<file path="src/rtl/hazard_stall_ctrl_if.sv">
// Hazard controller bundle between the SCPU datapath and hazard_stall_ctrl.
//   master : datapath side, drives ID/EX/MEM hazard observations and
//            consumes the stall/flush/bubble controls.
//   slave  : hazard_stall_ctrl side.
// Signals:
//   id_rs1_addr/id_rs2_addr, id_rs1_used/id_rs2_used : source regs of ID insn
//   ex_rd_addr, ex_mem_read, ex_branch_taken         : EX insn info
//   mem_req, mem_ack                                  : MEM data access handshake
//   stall_if, stall_id, bubble_ex, flush_if_id, stall_all : pipeline controls
//   fsm_state (debug), perf_stall_cnt (CNT_W wide stall-cycle count)
interface hazard_stall_ctrl_if #(
   parameter int CNT_W = 32
);
   logic [4:0]       id_rs1_addr;
   logic [4:0]       id_rs2_addr;
   logic             id_rs1_used;
   logic             id_rs2_used;
   logic [4:0]       ex_rd_addr;
   logic             ex_mem_read;
   logic             ex_branch_taken;
   logic             mem_req;
   logic             mem_ack;
   logic             stall_if;
   logic             stall_id;
   logic             bubble_ex;
   logic             flush_if_id;
   logic             stall_all;
   logic [1:0]       fsm_state;
   logic [CNT_W-1:0] perf_stall_cnt;

   modport master (
      output id_rs1_addr, id_rs2_addr, id_rs1_used, id_rs2_used,
             ex_rd_addr, ex_mem_read, ex_branch_taken, mem_req, mem_ack,
      input  stall_if, stall_id, bubble_ex, flush_if_id, stall_all,
             fsm_state, perf_stall_cnt
   );

   modport slave (
      input  id_rs1_addr, id_rs2_addr, id_rs1_used, id_rs2_used,
             ex_rd_addr, ex_mem_read, ex_branch_taken, mem_req, mem_ack,
      output stall_if, stall_id, bubble_ex, flush_if_id, stall_all,
             fsm_state, perf_stall_cnt
   );
endinterface

</file>
<file path="src/rtl/hazard_stall_ctrl.sv">
// Pipeline stall/flush controller for the 5-stage SCPU datapath.
// Detects load-use hazards forwarding cannot cover, freezes the pipe while a
// MEM access waits for its ack, and squashes the wrong-path fetch on a taken
// branch. Controls are combinational from state and inputs.
// Ports:
//   clk   : rising-edge clock
//   rstn  : synchronous active-low reset; all outputs forced low while low
//   hz    : hazard_stall_ctrl_if.slave bundle (observations in, controls out)
// Parameters:
//   LOAD_USE_CYCLES : bubbles per load-use hazard (1..7)
//   CNT_W           : width of perf_stall_cnt
// Build option:
//   HAZARD_PERF_CNT_EN : when defined, perf_stall_cnt counts cycles with
//                        stall_id|stall_all (saturating); otherwise tied to 0.
//
// state    | meaning
// ---------+-----------------------------------------------------------
// RUN      | normal issue; evaluates mw > branch > load-use
// LU_STALL | inserting the remaining load-use bubbles (rem left)
// MEM_WAIT | MEM access outstanding, whole pipe frozen until ack
module hazard_stall_ctrl #(
   parameter int LOAD_USE_CYCLES = 1,
   parameter int CNT_W           = 32
) (
   input  logic               clk,
   input  logic               rstn,
   hazard_stall_ctrl_if.slave hz
);

   typedef enum logic [1:0] {
      RUN      = 2'b00,
      LU_STALL = 2'b01,
      MEM_WAIT = 2'b10
   } state_t;

   localparam logic [2:0] LU_REM = 3'(LOAD_USE_CYCLES - 1);

   state_t     state, state_nxt;
   logic [2:0] rem, rem_nxt;
   logic       lu, mw;
   logic       s_if, s_id, bub, fl, s_all;

   assign lu = hz.ex_mem_read && (hz.ex_rd_addr != 5'd0) &&
               ((hz.id_rs1_used && (hz.id_rs1_addr == hz.ex_rd_addr)) ||
                (hz.id_rs2_used && (hz.id_rs2_addr == hz.ex_rd_addr)));

   // An ack without a request carries no meaning, so it cannot end a wait.
   assign mw = hz.mem_req && !hz.mem_ack;

   always_comb begin
      state_nxt = state;
      rem_nxt   = rem;
      s_if      = 1'b0;
      s_id      = 1'b0;
      bub       = 1'b0;
      fl        = 1'b0;
      s_all     = 1'b0;
      case (state)
         // MEM_WAIT shares RUN's rules: the ack cycle resolves branch/lu at once.
         RUN, MEM_WAIT: begin
            if (mw) begin
               s_all     = 1'b1;
               state_nxt = MEM_WAIT;
            end else begin
               state_nxt = RUN;
               if (hz.ex_branch_taken) begin
                  // The ID instruction is squashed, so a load-use on it is moot.
                  fl  = 1'b1;
                  bub = 1'b1;
               end else if (lu) begin
                  s_if = 1'b1;
                  s_id = 1'b1;
                  bub  = 1'b1;
                  if (LOAD_USE_CYCLES > 1) begin
                     state_nxt = LU_STALL;
                     rem_nxt   = LU_REM;
                  end
               end
            end
         end
         LU_STALL: begin
            // EX holds a bubble here, so branch and lu cannot be live.
            if (mw) begin
               s_all = 1'b1;
            end else begin
               s_if    = 1'b1;
               s_id    = 1'b1;
               bub     = 1'b1;
               rem_nxt = rem - 3'd1;
               if (rem <= 3'd1) state_nxt = RUN;
            end
         end
         default: begin
            state_nxt = RUN;
            rem_nxt   = 3'd0;
         end
      endcase
   end

   always_ff @(posedge clk) begin
      if (!rstn) begin
         state <= RUN;
         rem   <= 3'd0;
      end else begin
         state <= state_nxt;
         rem   <= rem_nxt;
      end
   end

   assign hz.stall_if    = rstn & s_if;
   assign hz.stall_id    = rstn & s_id;
   assign hz.bubble_ex   = rstn & bub;
   assign hz.flush_if_id = rstn & fl;
   assign hz.stall_all   = rstn & s_all;
   assign hz.fsm_state   = rstn ? state : RUN;

`ifdef HAZARD_PERF_CNT_EN
   logic [CNT_W-1:0] perf_q;

   always_ff @(posedge clk) begin
      if (!rstn) begin
         perf_q <= '0;
      end else if ((s_id || s_all) && (perf_q != {CNT_W{1'b1}})) begin
         perf_q <= perf_q + CNT_W'(1);
      end
   end

   assign hz.perf_stall_cnt = rstn ? perf_q : {CNT_W{1'b0}};
`else
   assign hz.perf_stall_cnt = {CNT_W{1'b0}};
`endif

endmodule

</file>
<file path="src/flat_wrapper.sv">
// flat-port wrapper written by rule: the top's interface ports become plain ports
module hazard_stall_ctrl_flat 
#(
   parameter int LOAD_USE_CYCLES = 1,
   parameter int CNT_W           = 32
)
  (clk, rstn, hz_id_rs1_addr, hz_id_rs2_addr, hz_id_rs1_used, hz_id_rs2_used, hz_ex_rd_addr, hz_ex_mem_read, hz_ex_branch_taken, hz_mem_req, hz_mem_ack, hz_stall_if, hz_stall_id, hz_bubble_ex, hz_flush_if_id, hz_stall_all, hz_fsm_state, hz_perf_stall_cnt);
  hazard_stall_ctrl_if #(.CNT_W(CNT_W)) hz_i ();
  input  logic clk;
  input  logic rstn;
  input wire logic [$bits(hz_i.id_rs1_addr)-1:0] hz_id_rs1_addr;
  input wire logic [$bits(hz_i.id_rs2_addr)-1:0] hz_id_rs2_addr;
  input wire logic [$bits(hz_i.id_rs1_used)-1:0] hz_id_rs1_used;
  input wire logic [$bits(hz_i.id_rs2_used)-1:0] hz_id_rs2_used;
  input wire logic [$bits(hz_i.ex_rd_addr)-1:0] hz_ex_rd_addr;
  input wire logic [$bits(hz_i.ex_mem_read)-1:0] hz_ex_mem_read;
  input wire logic [$bits(hz_i.ex_branch_taken)-1:0] hz_ex_branch_taken;
  input wire logic [$bits(hz_i.mem_req)-1:0] hz_mem_req;
  input wire logic [$bits(hz_i.mem_ack)-1:0] hz_mem_ack;
  output wire logic [$bits(hz_i.stall_if)-1:0] hz_stall_if;
  output wire logic [$bits(hz_i.stall_id)-1:0] hz_stall_id;
  output wire logic [$bits(hz_i.bubble_ex)-1:0] hz_bubble_ex;
  output wire logic [$bits(hz_i.flush_if_id)-1:0] hz_flush_if_id;
  output wire logic [$bits(hz_i.stall_all)-1:0] hz_stall_all;
  output wire logic [$bits(hz_i.fsm_state)-1:0] hz_fsm_state;
  output wire logic [$bits(hz_i.perf_stall_cnt)-1:0] hz_perf_stall_cnt;
  assign hz_i.id_rs1_addr = hz_id_rs1_addr;
  assign hz_i.id_rs2_addr = hz_id_rs2_addr;
  assign hz_i.id_rs1_used = hz_id_rs1_used;
  assign hz_i.id_rs2_used = hz_id_rs2_used;
  assign hz_i.ex_rd_addr = hz_ex_rd_addr;
  assign hz_i.ex_mem_read = hz_ex_mem_read;
  assign hz_i.ex_branch_taken = hz_ex_branch_taken;
  assign hz_i.mem_req = hz_mem_req;
  assign hz_i.mem_ack = hz_mem_ack;
  assign hz_stall_if = hz_i.stall_if;
  assign hz_stall_id = hz_i.stall_id;
  assign hz_bubble_ex = hz_i.bubble_ex;
  assign hz_flush_if_id = hz_i.flush_if_id;
  assign hz_stall_all = hz_i.stall_all;
  assign hz_fsm_state = hz_i.fsm_state;
  assign hz_perf_stall_cnt = hz_i.perf_stall_cnt;
  hazard_stall_ctrl #(.LOAD_USE_CYCLES(LOAD_USE_CYCLES), .CNT_W(CNT_W)) u_core (.clk(clk), .rstn(rstn), .hz(hz_i));
endmodule
</file>
<file path="config.mk">
export PLATFORM = sky130hd
export DESIGN_NAME = hazard_stall_ctrl_flat
export DESIGN_NICKNAME = d
export VERILOG_FILES = /design/src/rtl/hazard_stall_ctrl_if.sv /design/src/rtl/hazard_stall_ctrl.sv /design/src/flat_wrapper.sv
export SDC_FILE = /design/constraint.sdc
export NUM_CORES = 1
export LEC_CHECK = 0
export ABC_AREA = 1
export ABC_CLOCK_PERIOD_IN_PS = 1200
export BUFFER_PORTS_ARGS = -buffer_cell sky130_fd_sc_hd__buf_2
export CORE_MARGIN = 2
export CORE_UTILIZATION = 37
export CTS_BUF_LIST = sky130_fd_sc_hd__clkbuf_2
export CTS_CLUSTER_SIZE = 28
export DETAILED_ROUTE_END_ITERATION = 10
export PLACE_DENSITY = 0.95
export SKIP_LAST_GASP = 1
export SLEW_MARGIN = 20
export SYNTH_ARGS = -nofsm -noshare
export SYNTH_HDL_FRONTEND = slang
export SYNTH_SLANG_ARGS = --single-unit
</file>
<file path="constraint.sdc">
create_clock -name clk -period 1.2 [get_ports clk]
set_input_delay 0.18 -clock clk [delete_from_list [all_inputs] [get_ports clk]]
set_output_delay 0.18 -clock clk [all_outputs]
set_load 0.1 [all_outputs]
</file>
==> out/results.txt, run 1 <==
Reg clk slew, reported paths: 0 ns
CP required: 1.02 ns
post-route cell area: 870 um^2
Layout fillers: 137
crit-path max cell delay: 0.19 ns
Buffers on Ports: 28
Final setup viols: 3
antenna violations before repair: 0
Mapped Area: 549 um^2
vias in the first global route: 498
CP dominant cell by count: nand2_1
biggest regs: u_core.state x1
initial core utilization: 0.407
final hold slack: 0.547 ns
Worst VDD drop: 0.612 mV
core area: 0.00135 mm^2
slack of the critical path: -0.0585 ns
Synth Area per Inst: 5.33 um^2
Post-Synthesis Cells: 103
max FFs per register: 1
type of element launching the critical path: input pin
fmax: 795 MHz
layout cell share with drive strength beyond 1: 0.432
Final Hold Fails: 0
Post-DP HPWL: 1.05 mm
Final Core Density: 0.644
failing checks: negative setup slack
Buffers & Inverters on Critical Path: 3
Layout Nets: 157
CP delay by family, top: simple AND/OR/NAND/NOR gates
largest net degree at the start of global routing: 5
# rows: 13
critical path fanouts, max: 4
Final period util: 1.05
synthesis warning total: 0
PD cells: 860 mW/mm^2
Placed Area: 746 um^2
Placed Cells: 146
first-pass GRT wire length: 1.86 mm
kind of critical path: input pin to primary output
non-filler instance count after layout: 147
die height: 42.5 um
crit path cell chain: buf_8, inv_4, nand2_1, nand2_1, nor2_1, nand3_1, nand2_1, nand2_2, nor2_4, buf_12
Layout area overhead: 58.3%
Synth Register Bits: 1
DR WL/cell: 8.22 um
DIE AREA: 0.00181 mm^2
top cell type's share of synthesized area: 0.465
Tightest Hold Check Type: input pin to flop
antenna cells: 0
Final Slew Violations: 0
Max Cap Viol: 0
status: complete, but fails checks
top post-synthesis cells by area: buf_4 46%, nand2_1 22%, inv_1 8.2%
Detail Route Antenna Nets: 0
Tmin final: 1.26 ns
grt total ovfl: 0
DIE WIDTH: 42.5 um
I/O pin cnt: 62
CP arrival: 1.08 ns
Netlist cell types: 12
DRC viols: 0
Reg with most FFs: u_core.state
post-synth top area cell: buf_4
slowest stage cell, crit path: buf_12
Vias/cell: 3.97
vias: 583
Leak: 0.532 nW
Worst setup EP type: primary output
placer congestion estimate: 0.757
all-layer global routing usage: 0.125
DR pass1 iterations: 2
Seq/Total Area, Yosys: 0.0364
RSZ-0062 raised after global routing: yes
detailed router's first-iteration violation count: 1
final WL: 1.21 mm
what timing repair did:
item | in CTS | in global routing
resized for setup | 27 | 5
hold buffers | 0 | 0
setup buffers | 1 | 0
pin swaps | 15 | 0
endpoints found under the setup margin | 3 | 3
layer usage:
metal / share of wire / wire, um / vias to the layer above / GRT usage
li1: - / - / 291 / -
met1: 0.29 / 354 / 254 / 0.104
met2: 0.61 / 742 / 38 / 0.311
met3: 0.092 / 111 / 0 / 0.00431
met4: 0 / 0 / 0 / 0
met5: 0 / 0 / - / 0
metrics by stage:
stage	setup WS [ns]	TNS, ns	total power, mW
final	-0.0585	-0.157	0.748
after CTS	-0.0533	-0.117	0.740
after global routing	-0.139	-0.380	0.771
after global placement	-0.132	-0.324	0.696
after floorplan	-0.356	-0.705	0.685
after detailed placement	-0.145	-0.359	0.702
cells in the mapped netlist:
cell     count
inv_2        5
nand2_1     32
a31oi_1      1
nor2_1       8
buf_4       34
nand3_1      4
inv_1       12
nand2_2      1
dfxtp_1      1
nor2_2       3
nor3_1       1
conb_1       1
cell families (layout without fill, tap and decap cells):
group / after synthesis / in the layout / synth area share
other: 1 / 33 / 0.00683
buffers and inverters: 51 / 48 / 0.581
flip-flops: 1 / 1 / 0.0364
AND/OR/NAND/NOR: 49 / 49 / 0.364
AO/OA/AOI/OAI: 1 / 1 / 0.0114
report_power, final:
group / internal [mW] / leakage, nW / switching (mW)
clock network: 0 / 0 / 0
logic: 0.125 / 0.524 / 0.587
registers: 0.0353 / 0.00822 / 0.000272
total: 0.160 / 0.532 / 0.588
cells in the final DEF (no fill, tap or decap), drive strengths merged:
master	n
inv	17
nand2	33
nor3	1
nand3	4
a31oi	1
buf	31
nor2	11
conb	33
dfxtp	1
layout make-up:
| type | count | area, um^2 | share of cell area |
|---|---|---|---|
| Inverter | 17 | 106 | 0.122 |
| Tap cell | 15 | 18.8 | 0.0216 |
| Sequential cell | 1 | 20.0 | 0.0230 |
| Timing Repair Buffer | 31 | 349 | 0.401 |
| Multi-Input combinational cell | 83 | 375 | 0.432 |
worst paths after layout:
check | startpoint | to | slack, ns | cells past startpoint
worst max-delay path | hz_ex_rd_addr[4] | hz_stall_id | -0.06 | 10
worst min-delay path | hz_mem_req | u_core.state[1]$_SDFF_PN0_ | 0.55 | 4
Note: power is estimated with default switching activity, not from simulation.
==> run 2: changes to the inputs <==
--- a/config.mk
+++ b/config.mk
@@ -13,7 +13,8 @@
 export CTS_BUF_LIST = sky130_fd_sc_hd__clkbuf_2
 export CTS_CLUSTER_SIZE = 28
 export DETAILED_ROUTE_END_ITERATION = 10
-export PLACE_DENSITY = 0.95
+export MAX_ROUTING_LAYER = met4
+export PLACE_DENSITY = 0.87
 export SKIP_LAST_GASP = 1
 export SLEW_MARGIN = 20
 export SYNTH_ARGS = -nofsm -noshare
==> constraint.sdc (replaced) <==
create_clock -name clk -period 1.2 [get_ports clk]
set_input_delay 0.3 -clock clk [delete_from_list [all_inputs] [get_ports clk]]
set_output_delay 0.3 -clock clk [all_outputs]
set_load 0.1 [all_outputs]
==> out/results.txt, run 2 (synthesis results as in run 1) <==
Comb pwr share: 0.953 (was 0.952)
final hold slack: 0.666 ns (was 0.547 ns)
max FFs per register: 1 (unchanged)
detailed router's first-iteration violation count: 2 (was 1)
initial core utilization: 0.407 (unchanged)
setup TNS: -0.866 ns (was -0.157 ns)
Flop pwr share: 0.047 (was 0.048)
CP arrival: 1.20 ns (was 1.08 ns)
RSZ-0062 raised after global routing: yes (unchanged)
first-pass GRT wire length: 1.68 mm (was 1.86 mm)
antenna violations before repair: 0 (unchanged)
antenna cells: 0 (unchanged)
crit-path max cell delay: 0.19 ns (about the same)
slack of the critical path: -0.299 ns (was -0.0585 ns)
Final Hold Fails: 0 (unchanged)
Reg with most FFs: u_core.state (unchanged)
vias: 565 (was 583)
fmax: 667 MHz (was 795 MHz)
vias in the first global route: 468 (was 498)
Layout area overhead: 65.4% (was 58.3%)
most common cell after layout, fill and taps aside: conb_1 (unchanged)
Final Core Density: 0.673 (was 0.644)
critical path fanouts, max: 3 (was 4)
DR pass1 iterations: 2 (unchanged)
PD cells: 839 mW/mm^2 (was 860 mW/mm^2)
kind of critical path: input pin to primary output (unchanged)
DIE AREA: 0.00181 mm^2 (unchanged)
all-layer global routing usage: 0.115 (was 0.125)
# rows: 13 (unchanged)
Internal: 167 uW (was 160 uW)
Leak: 0.513 nW (was 0.532 nW)
DR WL/cell: 7.73 um (was 8.22 um)
Post-DP HPWL: 960 um (was 1.05 mm)
sw power: 595 uW (was 588 uW)
type of element launching the critical path: input pin (unchanged)
DIE WIDTH: 42.5 um (unchanged)
grt total ovfl: 0 (unchanged)
non-filler instance count after layout: 146 (was 147)
Final Slew Violations: 0 (unchanged)
core area: 0.00135 mm^2 (unchanged)
CP required: 0.90 ns (was 1.02 ns)
Buffers on Ports: 28 (unchanged)
I/O pin cnt: 62 (unchanged)
Max Cap Viol: 0 (unchanged)
biggest regs: u_core.state x1 (unchanged)
clock power share: 0 (about the same)
final WL: 1.13 mm (was 1.21 mm)
placer congestion estimate: 0.824 (was 0.757)
Worst VDD drop: 0.585 mV (was 0.612 mV)
status: complete, but fails checks (unchanged)
Layout Nets: 156 (was 157)
Worst setup EP type: primary output (unchanged)
layout cell share with drive strength beyond 1: 0.504 (was 0.432)
Detail Route Antenna Nets: 0 (unchanged)
failing checks: negative setup slack (unchanged)
Tightest Hold Check Type: input pin to flop (unchanged)
Setup Slack @ Placement: -0.390 ns (was -0.145 ns)
slowest stage cell, crit path: buf_12 (unchanged)
DRC viols: 0 (unchanged)
Sw Ratio: 0.781 (was 0.786)
Tmin final: 1.50 ns (was 1.26 ns)
largest net degree at the start of global routing: 5 (unchanged)
Final period util: 1.25 (was 1.05)
die height: 42.5 um (unchanged)
Final setup viols: 4 (was 3)
Placed Area: 753 um^2 (was 746 um^2)
crit path cell chain: buf_8, nand2_1, nand2_2, nor2_2, nand3_1, nand2_1, nand2_2, nor2_4, buf_12 (was buf_8, inv_4, nand2_1, nand2_1, nor2_1, nand3_1, nand2_1, nand2_2, nor2_4, buf_12)
Vias/cell: 3.87 (was 3.97)
most frequent cells in the layout: 33 x conb_1, 18 x nand2_1, 14 x nand2_2, 10 x buf_6, 9 x buf_2 (was 33 x conb_1, 21 x nand2_1, 11 x nand2_2, 9 x buf_2, 9 x buf_6)
Placed Cells: 146 (unchanged)
Design Power: 762 uW (was 748 uW)
post-route cell area: 908 um^2 (was 870 um^2)
Reg clk slew, reported paths: 0 ns (about the same)
[run 2: changes by cell type in the layout (fill, tap and decap cells not counted)]
| cell | change |
|---|---|
| clkinvlp_4 | +2 |
| nor2_1 | -1 |
| nand2_2 | +3 |
| nand3_4 | +1 |
| nand2_1 | -3 |
| nor2_4 | +1 |
| nand3_1 | -1 |
| inv_1 | -5 |
| inv_2 | +3 |
| buf_8 | +1 |
| buf_6 | +1 |
| buf_4 | -3 |
[run 2: worst max-delay path, delay by kind of cell]
kind                   cells  cell delay (ns)
AND/OR/NAND/NOR            7             0.60
buffers and inverters      2             0.29
[run 2: path summary, 6_finish.rpt]
kind                         start                          to  slack (ns)  cells after the start
setup / recovery  hz_ex_rd_addr[1]                 hz_stall_if       -0.30                      9
hold / removal          hz_mem_ack  u_core.state[1]$_SDFF_PN0_        0.67                      5
[run 2: routing by layer]
metal / vias to the layer above / wire length [um] / GRT usage
met1: 239 / 335 / 0.104
met4: 0 / 0 / 0
met5: - / 0 / -
met3: 0 / 114 / 0.00431
met2: 36 / 678 / 0.265
li1: 290 / - / -
[run 2: final cells by class]
cell class	instances	area (um^2)
fillers	134	442
inverters	17	114
multi-input cells	83	403
flip-flops and latches	1	20.0
well taps	15	18.8
repair buffers	30	353
[run 2: power by group through the flow]
stage / registers [mW] / clock network [mW] / logic (mW)
floorplan: 0.0355 / 0 / 0.652
global placement: 0.0356 / 0 / 0.664
detailed placement: 0.0357 / 0 / 0.668
CTS: 0.0358 / 0 / 0.705
global route: 0.0358 / 0 / 0.751
finish: 0.0358 / 0 / 0.726
[run 2: what timing repair did]
item | in CTS | in global routing
endpoints found under the setup margin | 6 | 5
buffers inserted | 0 | 1
pin swaps | 16 | 12
endpoints found under the hold margin | 0 | 0
gates resized for setup | 29 | 17
hold buffers | 0 | 0
==> run 3: changes to the inputs <==
--- a/config.mk
+++ b/config.mk
@@ -6,15 +6,15 @@
 export NUM_CORES = 1
 export LEC_CHECK = 0
 export ABC_AREA = 1
-export ABC_CLOCK_PERIOD_IN_PS = 1200
+export ABC_CLOCK_PERIOD_IN_PS = 1400
 export BUFFER_PORTS_ARGS = -buffer_cell sky130_fd_sc_hd__buf_2
 export CORE_MARGIN = 2
-export CORE_UTILIZATION = 37
+export CORE_UTILIZATION = 34
 export CTS_BUF_LIST = sky130_fd_sc_hd__clkbuf_2
 export CTS_CLUSTER_SIZE = 28
 export DETAILED_ROUTE_END_ITERATION = 10
 export MAX_ROUTING_LAYER = met4
-export PLACE_DENSITY = 0.87
+export PLACE_DENSITY = 0.81
 export SKIP_LAST_GASP = 1
 export SLEW_MARGIN = 20
 export SYNTH_ARGS = -nofsm -noshare
==> constraint.sdc (replaced) <==
create_clock -name clk -period 1.4 [get_ports clk]
set_input_delay 0.35 -clock clk [delete_from_list [all_inputs] [get_ports clk]]
set_output_delay 0.35 -clock clk [all_outputs]
set_load 0.1 [all_outputs]
==> out/results.txt, run 3 (synthesis results as in run 1) <==
max FFs per register: 1 (unchanged)
final hold slack: 0.728 ns (was 0.666 ns)
antenna violations before repair: 0 (unchanged)
grt total ovfl: 0 (unchanged)
fmax: 636 MHz
Final Hold Fails: 0 (unchanged)
most common cell after layout, fill and taps aside: conb_1 (unchanged)
most frequent cells in the layout: 33 x conb_1, 21 x nand2_1, 11 x nand2_2, 9 x buf_2, 9 x buf_6 (was 33 x conb_1, 18 x nand2_1, 14 x nand2_2, 10 x buf_6, 9 x buf_2)
slowest stage cell, crit path: buf_12 (unchanged)
setup bufs post-CTS: 0 (unchanged)
initial core utilization: 0.365 (was 0.407)
Worst Hold Endpoint: u_core.state[1]$_SDFF_PN0_ (unchanged)
Worst setup EP type: primary output (unchanged)
status: complete, but fails checks (unchanged)
vias: 562 (was 565)
Placed Area: 751 um^2 (was 753 um^2)
kind of critical path: input pin to primary output (unchanged)
Reg clk slew, reported paths: 0 ns (about the same)
CP dominant cell by count: nand2_2
Detail Route Antenna Nets: 0 (unchanged)
Layout Nets: 156 (unchanged)
detailed router's first-iteration violation count: 3 (was 2)
Layout area overhead: 57.9% (was 65.4%)
Max Cap Viol: 0 (unchanged)
crit path cell chain: buf_8, inv_8, nand2_2, nand2_2, nor2_2, nand3_1, nand2_1, nand2_2, nor2_4, buf_12 (was buf_8, nand2_1, nand2_2, nor2_2, nand3_1, nand2_1, nand2_2, nor2_4, buf_12)
hold path cells: 4 (was 5)
type of element launching the critical path: input pin (unchanged)
Post-DP HPWL: 995 um (was 960 um)
Setup Slack @ Placement: -0.289 ns (was -0.390 ns)
Placed Cells: 147 (was 146)
Reg with most FFs: u_core.state (unchanged)
I/O pin cnt: 62 (unchanged)
Final Slew Violations: 0 (unchanged)
DIE WIDTH: 44.2 um (was 42.5 um)
placer congestion estimate: 0.706 (was 0.824)
Tightest Hold Check Type: input pin to flop (unchanged)
Final period util: 1.12
DRC viols: 0 (unchanged)
CP delay by family, top: simple AND/OR/NAND/NOR gates (unchanged)
largest net degree at the start of global routing: 5 (unchanged)
layout cell share with drive strength beyond 1: 0.435 (was 0.504)
final WL: 1.10 mm (was 1.13 mm)
Vias/cell: 3.82 (was 3.87)
Worst VDD drop: 0.469 mV (was 0.585 mV)
critical path fanouts, max: 3 (unchanged)
failing checks: negative setup slack (unchanged)
non-filler instance count after layout: 147 (was 146)
Hold Startpoint: hz_mem_req (was hz_mem_ack)
PD cells: 735 mW/mm^2 (was 839 mW/mm^2)
Leak: 0.519 nW (was 0.513 nW)
biggest regs: u_core.state x1 (unchanged)
DR pass1 iterations: 3 (was 2)
core area: 0.00151 mm^2 (was 0.00135 mm^2)
DR WL/cell: 7.46 um (was 7.73 um)
# rows: 14 (was 13)
slack of the critical path: -0.173 ns (was -0.299 ns)
DIE AREA: 0.00195 mm^2 (was 0.00181 mm^2)
Final setup viols: 4 (unchanged)
RSZ-0062 raised after global routing: yes (unchanged)
post-route cell area: 867 um^2 (was 908 um^2)
crit-path max cell delay: 0.19 ns (about the same)
die height: 44.2 um (was 42.5 um)
antenna cells: 0 (unchanged)
vias in the first global route: 453 (was 468)
all-layer global routing usage: 0.103 (was 0.115)
Buffers & Inverters on Critical Path: 3 (was 2)
first-pass GRT wire length: 1.59 mm (was 1.68 mm)
CP required: 1.05 ns (was 0.90 ns)
CP arrival: 1.22 ns (was 1.20 ns)
Buffers on Ports: 28 (unchanged)
Tmin final: 1.57 ns
hold_buf cts: 0 (unchanged)
## run 3: cell count changes in the layout (fill, tap and decap cells not counted), sizes merged
cell and delta:
clkinvlp -1, inv +1
## run 3: area by class of cell
class | count | area [um^2]
multi-input cells | 83 | 380
repair buffers | 30 | 342
fillers | 158 | 639
flip-flops and latches | 1 | 20.0
well taps | 16 | 20.0
inverters | 17 | 105
## run 3: worst max-delay path by stage
stage	from	to	cells past startpoint
6_report	hz_ex_rd_addr[3]	hz_stall_id	10
5_1_grt	hz_ex_rd_addr[3]	hz_stall_if	10
4_1_cts	hz_ex_rd_addr[3]	hz_stall_id	10
3_3_place_gp	hz_ex_rd_addr[0]	hz_stall_if	10
3_5_place_dp	hz_ex_rd_addr[0]	hz_stall_id	10
2_1_floorplan	hz_id_rs2_addr[0]	hz_stall_if	9
## run 3: report_power, final
part,internal [mW],switching [mW],total (mW)
Sequential,0.0302,0.000289,0.0305
Clock,0,0,0
Combinational,0.106,0.501,0.607
Total,0.136,0.502,0.638
## run 3: stage by stage
stage	setup TNS, ns	total power, mW	util
floorplan	-1.26	0.588	-
global placement	-0.822	0.599	0.498
detailed placement	-0.860	0.602	0.498
CTS	-0.582	0.627	0.553
global route	-0.908	0.659	0.576
finish	-0.543	0.638	0.576
## run 3: layer usage
layer | vias up | part of all wire | track usage
met5 | - | 0 | -
met4 | 0 | 0 | 0
met3 | 0 | 0.092 | 0.00816
met2 | 30 | 0.61 | 0.226
met1 | 240 | 0.30 | 0.0978
li1 | 292 | - | -
## run 3: timing repair
item,CTS,global route
endpoints found under the setup margin,4,5
pin swaps,12,2
gates resized for setup,24,7
